==> src/rtl/lda_pkg.sv <==
// Shared types and constants for the line-drawing pipeline and its
// pixel write-back stage.
package lda_pkg;

    localparam int SCREEN_W  = 320;
    localparam int SCREEN_H  = 240;
    localparam int X_W       = 9;
    localparam int Y_W       = 8;
    localparam int COLOUR_W  = 3;
    localparam int FB_ADDR_W = 17;

    // One pixel as produced by the line drawer.
    typedef struct packed {
        logic [X_W-1:0]      x;
        logic [Y_W-1:0]      y;
        logic [COLOUR_W-1:0] colour;
    } pixel_t;

    // Output stage state: nothing presented, or a write held on the port.
    typedef enum logic {
        S_IDLE  = 1'b0,
        S_WRITE = 1'b1
    } wr_state_t;

endpackage

==> src/rtl/pixel_fifo.sv <==
// Small circular FIFO of pixels. Head entry is visible combinationally on
// rd_data; push into a full FIFO and pop from an empty one are ignored.
module pixel_fifo
    import lda_pkg::*;
#(
    parameter int DEPTH = 4,
    localparam int PTR_W = $clog2(DEPTH),
    localparam int CNT_W = PTR_W + 1
) (
    input  logic             clk,
    input  logic             reset,
    input  logic             push,
    input  logic             pop,
    input  pixel_t           wr_data,
    output pixel_t           rd_data,
    output logic [CNT_W-1:0] count,
    output logic             full,
    output logic             empty
);

    pixel_t           store [DEPTH];
    logic [PTR_W-1:0] wr_ptr;
    logic [PTR_W-1:0] rd_ptr;
    logic             do_push;
    logic             do_pop;

    assign full    = (count == CNT_W'(DEPTH));
    assign empty   = (count == '0);
    assign do_push = push && !full;
    assign do_pop  = pop && !empty;
    assign rd_data = store[rd_ptr];

    // Storage array: data only, no reset needed since count gates visibility.
    always_ff @(posedge clk) begin
        if (do_push) begin
            store[wr_ptr] <= wr_data;
        end
    end

    // Pointers wrap naturally at DEPTH (power of two); count tracks occupancy.
    always_ff @(posedge clk or posedge reset) begin
        if (reset) begin
            wr_ptr <= '0;
            rd_ptr <= '0;
            count  <= '0;
        end else begin
            if (do_push) begin
                wr_ptr <= wr_ptr + PTR_W'(1);
            end
            if (do_pop) begin
                rd_ptr <= rd_ptr + PTR_W'(1);
            end
            case ({do_push, do_pop})
                2'b10:   count <= count + CNT_W'(1);
                2'b01:   count <= count - CNT_W'(1);
                default: count <= count;
            endcase
        end
    end

endmodule

==> src/rtl/pixel_write_buffer.sv <==
// Clips the line drawer's pixel stream to the visible screen, buffers the
// surviving pixels and writes them to the framebuffer at y*320 + x through a
// stallable write port.
module pixel_write_buffer #(
    parameter int SCREEN_W   = lda_pkg::SCREEN_W,
    parameter int SCREEN_H   = lda_pkg::SCREEN_H,
    parameter int COLOUR_W   = lda_pkg::COLOUR_W,
    parameter int FIFO_DEPTH = 4,
    parameter int ADDR_W     = lda_pkg::FB_ADDR_W
) (
    input  logic                clk,
    input  logic                reset,
    input  logic                in_valid,
    output logic                in_ready,
    input  logic [8:0]          in_x,
    input  logic [7:0]          in_y,
    input  logic [COLOUR_W-1:0] in_colour,
    output logic                mem_we,
    input  logic                mem_ready,
    output logic [ADDR_W-1:0]   mem_addr,
    output logic [COLOUR_W-1:0] mem_data,
    output logic                busy,
    output logic [15:0]         plotted_count,
    output logic [15:0]         clipped_count
);

    import lda_pkg::*;

    localparam int CNT_W = $clog2(FIFO_DEPTH) + 1;
    localparam logic [X_W-1:0] X_LIMIT = X_W'(SCREEN_W);
    localparam logic [Y_W-1:0] Y_LIMIT = Y_W'(SCREEN_H);

    // y*320 + x as two shifts and adds, done at full address width.
    function automatic logic [ADDR_W-1:0] calc_addr(input logic [Y_W-1:0] y,
                                                    input logic [X_W-1:0] x);
        logic [ADDR_W-1:0] yw;
        logic [ADDR_W-1:0] xw;
        yw = ADDR_W'(y);
        xw = ADDR_W'(x);
        return (yw << 8) + (yw << 6) + xw;
    endfunction

    // Event counters stick at all-ones rather than wrapping.
    function automatic logic [15:0] sat_inc(input logic [15:0] v);
        return (v == 16'hFFFF) ? v : v + 16'd1;
    endfunction

    wr_state_t        state;
    wr_state_t        next_state;
    logic             accept;
    logic             clip;
    logic             push;
    logic             pop;
    logic             write_done;
    pixel_t           in_pixel;
    pixel_t           head;
    logic [CNT_W-1:0] count;
    logic             fifo_full;
    logic             fifo_empty;

    assign in_ready   = (count != CNT_W'(FIFO_DEPTH));
    assign accept     = in_valid && in_ready;
    assign clip       = (in_x >= X_LIMIT) || (in_y >= Y_LIMIT);
    assign push       = accept && !clip;
    assign in_pixel   = '{x: in_x, y: in_y, colour: in_colour};
    assign mem_we     = (state == S_WRITE);
    assign write_done = (state == S_WRITE) && mem_ready;
    assign busy       = (count != '0) || (state == S_WRITE);

    pixel_fifo #(
        .DEPTH (FIFO_DEPTH)
    ) u_fifo (
        .clk     (clk),
        .reset   (reset),
        .push    (push),
        .pop     (pop),
        .wr_data (in_pixel),
        .rd_data (head),
        .count   (count),
        .full    (fifo_full),
        .empty   (fifo_empty)
    );

    // Output state register.
    always_ff @(posedge clk or posedge reset) begin
        if (reset) begin
            state <= S_IDLE;
        end else begin
            state <= next_state;
        end
    end

    // Load the output stage whenever it is empty or its write just completed.
    always_comb begin
        next_state = state;
        pop        = 1'b0;
        case (state)
            S_IDLE: begin
                if (!fifo_empty) begin
                    pop        = 1'b1;
                    next_state = S_WRITE;
                end
            end
            S_WRITE: begin
                if (mem_ready) begin
                    if (!fifo_empty) begin
                        pop        = 1'b1;
                        next_state = S_WRITE;
                    end else begin
                        next_state = S_IDLE;
                    end
                end
            end
            default: next_state = S_IDLE;
        endcase
    end

    // Address and colour are captured at pop and held until the write completes.
    always_ff @(posedge clk or posedge reset) begin
        if (reset) begin
            mem_addr <= '0;
            mem_data <= '0;
        end else if (pop) begin
            mem_addr <= calc_addr(head.y, head.x);
            mem_data <= COLOUR_W'(head.colour);
        end
    end

    // Completed writes and clipped inputs are counted independently.
    always_ff @(posedge clk or posedge reset) begin
        if (reset) begin
            plotted_count <= '0;
            clipped_count <= '0;
        end else begin
            if (write_done) begin
                plotted_count <= sat_inc(plotted_count);
            end
            if (accept && clip) begin
                clipped_count <= sat_inc(clipped_count);
            end
        end
    end

endmodule

==> config.mk <==
export PLATFORM = sky130hd
export DESIGN_NAME = pixel_write_buffer
export DESIGN_NICKNAME = d
export VERILOG_FILES = /design/src/rtl/lda_pkg.sv /design/src/rtl/pixel_fifo.sv /design/src/rtl/pixel_write_buffer.sv
export SDC_FILE = /design/constraint.sdc
export NUM_CORES = 1
export LEC_CHECK = 0
export ABC_AREA = 1
export BUFFER_PORTS_ARGS = -buffer_cell sky130_fd_sc_hd__buf_2
export CAP_MARGIN = 20
export CORE_MARGIN = 2
export CORE_UTILIZATION = 35
export CTS_CLUSTER_DIAMETER = 60
export DETAILED_ROUTE_END_ITERATION = 12
export PLACE_DENSITY = 0.63
export REMOVE_ABC_BUFFERS = 1
export SLEW_MARGIN = 20
export SYNTH_ARGS = -nofsm -noshare
export SYNTH_HDL_FRONTEND = slang
export SYNTH_SLANG_ARGS = --single-unit
==> constraint.sdc <==
create_clock -name clk -period 5.34 [get_ports clk]
set_input_delay 1.602 -clock clk [delete_from_list [all_inputs] [get_ports clk]]
set_output_delay 1.602 -clock clk [all_outputs]
set_load 0.05 [all_outputs]
==> flow_summary.json, run 1 <==
{
  "combPwrFrac_pct": 45.6,
  "dr.pass1.iters": 6,
  "clk_pin_slew_ps": 60,
  "critPathCaptureType": "flip-flop",
  "htreeDepth": 4,
  "synthTopCellsByArea": "edfxtp_1 (36%), dfrtp_1 (23%), nand2_1 (12%)",
  "place_congestion": 0.749,
  "cp-start-kind": "flip-flop",
  "cpMaxStageDelayCell": "inv_1",
  "drt_wl_total_mm": 14.0,
  "cp_cell_sequence": "buf_4 -> inv_1 -> a21oi_1 -> a32oi_1 -> inv_1 -> fa_1 -> inv_1 -> fa_1 -> nand2_1 -> nand3_1 -> nand3b_1 -> nand3b_1 -> nand3_1 -> nand2_1",
  "port_buffers": 78,
  "dp_cells": 993,
  "post_cts_buffers": 0,
  "cp.arrival_ps": 3760,
  "p_sw_mw": 2.12,
  "wire_per_inst_um": 13.6,
  "critPathMaxFanout": 23,
  "setup_violations": 0,
  "ys_seq_area_share_pct": 58.6,
  "max_slew_margin_pct": 46.5,
  "fin_cells": 1025,
  "fin_tns_setup_ps": 0,
  "clk-insertion-delay-late_ps": 420,
  "final.setup_skew_ps": 11.9,
  "powerDensity_nw_per_um2": 614,
  "ir_drop_uv": 260,
  "core_area_sq_um": 18700,
  "drive_gt1_share_pct": 17.7,
  "pwr-share-seq_pct": 30.9,
  "ff2ff_setup_slack_ps": 1880,
  "syn-instance-count": 692,
  "p_sw_share_pct": 43.7,
  "n_antenna_cell": 0,
  "cts.sink_count": 140,
  "async_flop_share_pct": 42.9,
  "hold_class": "reg -> reg",
  "hold_violations": 0,
  "totalPowerFinal_mw": 4.85,
  "maxCapViolCount": 0,
  "cts_made_buffers": 17,
  "synth-edff-count": 80,
  "syn_avg_cell_area_sq_um": 9.63,
  "fmax_ghz": 0.289,
  "yosys_warnings": 0,
  "die_width_um": 142,
  "synth.distinct_cells": 32,
  "reg2reg_depth": 14,
  "antenna_left": 0,
  "power_frac_clock_pct": 23.5,
  "holdWs_ps": 474,
  "clockBufferDepth": 2,
  "cp.required_ps": 5650,
  "synth-main-ff-cell": "edfxtp_1",
  "setup.worst_path.class": "reg -> reg",
  "min_period_over_period_pct": 64.8,
  "fin_crit_ps": 3460,
  "synth_common_cells": "nand2_1 (210), nor2_1 (98), edfxtp_1 (80)",
  "antenna_found_initial": 0,
  "io-pin-count": 79,
  "rsz0062_at_grt": "no",
  "layout-area-overhead-vs-synth_pct": 18.5,
  "critical_path.endpoint": "mem_addr[13]",
  "dieHeight_um": 142,
  "synth_top_cell_by_area": "edfxtp_1",
  "rows": 50,
  "synth.top_cell.area_share_pct": 36.0,
  "drcViolationCount": 0,
  "fill_cells": 1807,
  "power_leakage_nw": 3.47,
  "synth-seq-cells": 140,
  "status": "completed",
  "worst_slew_pin_slew_ps": 802,
  "cp_common_cell": "inv_1",
  "grt_pass1_vias": 4594,
  "grt_max_degree": 42,
  "netlist_area_sq_um": 6660,
  "cell_internal_pwr_mw": 2.73,
  "tritoncts": "built",
  "grt_pass1_wl_mm": 23.1,
  "startpoint": "u_fifo.rd_ptr[1]",
  "yosysMostFrequentCell": "nand2_1",
  "cpLargestDelayFamily": "buffers and inverters",
  "vias": 4838,
  "vias_per_cell": 4.72,
  "cp_slowest_stage_delay_ps": 610,
  "hold_buffers": 0,
  "start_util_pct": 35.6,
  "nNetsFinal": 827,
  "cp_num_buf_inv": 4,
  "root_buffer": "clkbuf_16",
  "dieArea_sq_um": 20200,
  "overflow": 0,
  "rr_endpoint": "mem_addr[13]",
  "crit_cells": 14,
  "grt_use_total_pct": 14.8,
  "drt_iter0_drc": 181,
  "dpl.hpwl_mm": 9.31,
  "finalMaxSlewViolations": 0,
  "reg2reg_from": "u_fifo.rd_ptr[1]",
  "cts_resized": 0
}
[area by class of cell]
type / instances / area, sq um / share of cell area [%]
clock buffer: 19 / 443 / 5.61
clock inverter: 13 / 131 / 1.66
inverter: 51 / 194 / 2.46
multi-input combinational: 480 / 2460 / 31.1
sequential: 140 / 3900 / 49.4
tap: 234 / 293 / 3.71
timing repair buffer: 88 / 478 / 6.05
[sequential cells by signal, indices dropped and copies added (netlist names)]
signal	cells
mem_addr	17
mem_we	1
clipped_count	16
u_fifo.store	80
u_fifo.count	3
mem_data	3
plotted_count	16
u_fifo.rd_ptr	2
u_fifo.wr_ptr	2
[stage by stage]
stage	utilization [%]	instance area, sq um	worst slack [ps]
finish	42.2	7900	1880
global route	42.2	7900	1580
CTS	42.2	7900	1860
detailed placement	39.2	7320	1680
global placement	39.1	7300	1710
floorplan	-	6540	1750
[routing by layer]
metal | track usage, % | routed length [um] | vias up
met4 | 5.21 | 221 | 0
met3 | 3.30 | 540 | 20
met5 | 0 | 0 | -
met2 | 24.8 | 6680 | 96
li1 | - | - | 2445
met1 | 19.0 | 6520 | 2277
[worst register-to-register path: stages (launching register included)]
cell	delay (ps)
dfrtp_1	360
buf_4	210
inv_1	620
a21oi_1	100
a32oi_1	360
inv_1	110
fa_1	510
inv_1	70
fa_1	460
nand2_1	80
nand3_1	120
nand3b_1	140
nand3b_1	80
nand3_1	90
nand2_1	50
[kinds of logic (layout without fill, tap and decap cells)]
family          Yosys count  after routing  synth area share, %
fa+ha+maj                25             25                 5.03
buf+inv                  72            171                 4.71
compound gates           76             76                 6.53
xor+xnor                 25             25                 3.29
flops                   140            140                 58.6
simple gates            354            354                 21.9
[how the worst min path moves through the flow]
stage,startpoint,endpoint,slack (ps),depth (start not counted)
2_1_floorplan,u_fifo.count[0],u_fifo.count[0],470,1
3_3_place_gp,mem_addr[7],mem_addr[7],460,2
3_5_place_dp,mem_addr[8],mem_addr[8],460,2
4_1_cts,mem_addr[8],mem_addr[8],480,2
5_1_grt,mem_addr[16],mem_addr[16],500,2
6_report,mem_addr[8],mem_addr[8],470,2
[power groups by stage]
| stage | Sequential [mW] | Combinational (mW) | Clock, mW |
|---|---|---|---|
| floorplan | 1.93 | 1.26 | 0 |
| global placement | 1.52 | 2.21 | 0 |
| detailed placement | 1.52 | 2.23 | 0 |
| CTS | 1.50 | 2.24 | 1.17 |
| global route | 1.53 | 2.54 | 1.22 |
| finish | 1.50 | 2.21 | 1.14 |
[cells in the final DEF (no fill, tap or decap), types with 3 or more instances in the layout]
master / n
nand2_1: 210
nor2_1: 94
edfxtp_1: 80
buf_2: 78
dfrtp_1: 60
inv_1: 47
o21ai_0: 47
nand3_1: 22
ha_1: 22
xnor2_1: 17
clkbuf_16: 17
a31oi_1: 9
buf_4: 9
xor2_1: 8
a21oi_1: 8
nor2_2: 7
o22ai_1: 7
nand3b_1: 6
inv_6: 5
nor2_4: 3
nand2_2: 3
nand4_1: 3
fa_1: 3
clkinv_4: 3
Note: power is estimated with default switching activity, not from simulation.
==> run 2, diff against run 1 <==
Clock period 5.34 ns to 3.3 ns, I/O delays scaled along.
==> run 2 against run 1 <==
Compared with the run above: non-clock buffer count up 7; cell count up 0.68%; clock-buffer cell count down 2; clock power up 60%; largest cell class unchanged; via count up 0.87%; flip-flop and latch count unchanged; die area unchanged.
==> flow_summary.json, run 2 (synthesized netlist as in run 1, its figures left out) <==
{
  "wire_per_inst_um": 14.0,
  "dp_cells": 1000,
  "fin_crit_ps": 2990,
  "power_leakage_nw": 3.51,
  "final.setup_skew_ps": 8.85,
  "hold_violations": 0,
  "port_buffers": 78,
  "htreeDepth": 4,
  "clk-insertion-delay-late_ps": 410,
  "reg2reg_from": "u_fifo.rd_ptr[0]",
  "drt_iter0_drc": 182,
  "min_path_cells": 2,
  "powerDensity_nw_per_um2": 994,
  "drt_wl_total_mm": 14.5,
  "min_from": "mem_addr[16]",
  "fin_cells": 1032,
  "status": "completed",
  "finalMaxSlewViolations": 0,
  "grt_use_total_pct": 15.3,
  "grt_pass1_wl_mm": 24.0,
  "ff2ff_setup_slack_ps": 310,
  "max_slew_margin_pct": 55.5,
  "clk_pin_slew_ps": 60,
  "multiInputGateArea_sq_um": 2460,
  "clockBufferDepth": 2,
  "rows": 50,
  "root_buffer": "clkbuf_16",
  "min_period_over_period_pct": 90.7,
  "final_common_cell": "nand2_1",
  "antenna_found_initial": 1,
  "drive_gt1_share_pct": 18.4,
  "critPathMaxFanout": 16,
  "overflow": 0,
  "worst_slew_pin_slew_ps": 666,
  "rsz0062_at_grt": "no",
  "rr_endpoint": "mem_addr[13]",
  "hold_buffers": 0,
  "hold-path-endpoint": "mem_addr[16]",
  "combPwrFrac_pct": 46.3,
  "hold_class": "reg -> reg",
  "cpMaxStageDelayCell": "fa_1",
  "core_area_sq_um": 18700,
  "ir_drop_uv": 400,
  "p_sw_mw": 3.52,
  "most-common-layout-cells": "nand2_1 (210), nor2_1 (94), edfxtp_1 (80)",
  "cp.arrival_ps": 3300,
  "n_antenna_cell": 0,
  "cp-start-kind": "flip-flop",
  "cp_common_cell": "nand2_1",
  "die_width_um": 142,
  "fill_cells": 1824,
  "pwr-share-seq_pct": 30.8,
  "fin_tns_setup_ps": 0,
  "fmax_ghz": 0.334,
  "grt_pass1_vias": 4763,
  "largest_register_ff_count": 80,
  "cp.required_ps": 3600,
  "maxCapViolCount": 0,
  "nNetsFinal": 834,
  "vias": 4880,
  "cts.sink_count": 140,
  "dpl.hpwl_mm": 9.80,
  "largestRegisters": "u_fifo.store x80, mem_addr x17",
  "power_frac_clock_pct": 23.0,
  "cts_resized": 0,
  "antenna_left": 0,
  "setup_violations": 0,
  "setup.worst_path.class": "reg -> reg",
  "cp_slowest_stage_delay_ps": 490,
  "cp_cell_sequence": "inv_1 -> buf_4 -> nand2_1 -> a32o_1 -> fa_1 -> inv_1 -> fa_1 -> nand2_1 -> nand3_1 -> nand3b_1 -> nand3b_1 -> nand3_1 -> nand2_1",
  "start_util_pct": 35.6,
  "vias_per_cell": 4.73,
  "dieHeight_um": 142,
  "ff_latch_area_sq_um": 3900,
  "dr.pass1.iters": 4,
  "drcViolationCount": 0,
  "cpLargestDelayFamily": "adder cells",
  "reg2reg_depth": 13,
  "critPathCaptureType": "flip-flop",
  "io-pin-count": 79,
  "tritoncts": "built",
  "layout-area-overhead-vs-synth_pct": 19.6,
  "post_cts_buffers": 0,
  "cell_internal_pwr_mw": 4.40,
  "place_congestion": 0.769,
  "grt_max_degree": 42,
  "cp_num_buf_inv": 3,
  "top_register": "u_fifo.store",
  "p_sw_share_pct": 44.4,
  "cts_made_buffers": 17,
  "totalPowerFinal_mw": 7.92,
  "dieArea_sq_um": 20200
}
-- run 2: worst max path at each step --
stage / end / slack, ps / start / depth (start not counted)
after detailed placement: mem_addr[13] / 320 / u_fifo.rd_ptr[0] / 13
after CTS: mem_addr[13] / 310 / u_fifo.rd_ptr[0] / 13
final: mem_addr[13] / 310 / u_fifo.rd_ptr[0] / 13
after global placement: mem_addr[13] / 370 / u_fifo.rd_ptr[0] / 13
after floorplan: mem_addr[13] / -110 / u_fifo.rd_ptr[0] / 13
after global routing: mem_addr[13] / 70 / u_fifo.rd_ptr[0] / 13
-- run 2: worst register-to-register path, delay by kind of cell, from the launching register on --
family                     cells  cell delay (ps)
buffers and inverters          3              660
AOI/OAI and AO/OA              1              270
DFF                            1              370
adders and majority gates      2              950
and+or+nand+nor                7              640
-- run 2: cell type report --
type                    count  share of cell area (%)
multi-input cells         480                    30.8
inverters                  51                    2.43
well taps                 234                    3.67
clock buffers              17                    5.34
clock inverters            15                    1.81
flip-flops and latches    140                    49.0
repair buffers             95                    6.97
-- run 2: layer usage --
layer	global-route usage, %	wire [um]	vias to the layer above
li1	-	-	2462
met1	19.8	6870	2315
met2	25.6	6930	88
met3	3.77	500	13
met4	4.79	165	2
met5	0	11	-
-- run 2: power groups by stage --
| stage | clock [mW] | combinational (mW) | sequential, mW |
|---|---|---|---|
| finish | 1.82 | 3.66 | 2.44 |
| CTS | 1.87 | 3.71 | 2.44 |
| global placement | 0 | 3.65 | 2.46 |
| global route | 1.95 | 4.18 | 2.47 |
| floorplan | 0 | 2.05 | 3.12 |
| detailed placement | 0 | 3.69 | 2.47 |
-- run 2: through the flow --
stage	hold slack (ps)	utilization (%)	setup slack (ps)	area, sq um
after global placement	464	39.6	373	7400
after global routing	507	42.6	72.7	7970
final	477	42.6	308	7970
after CTS	485	42.6	313	7970
after floorplan	468	-	-106	6540
after detailed placement	467	39.6	321	7400
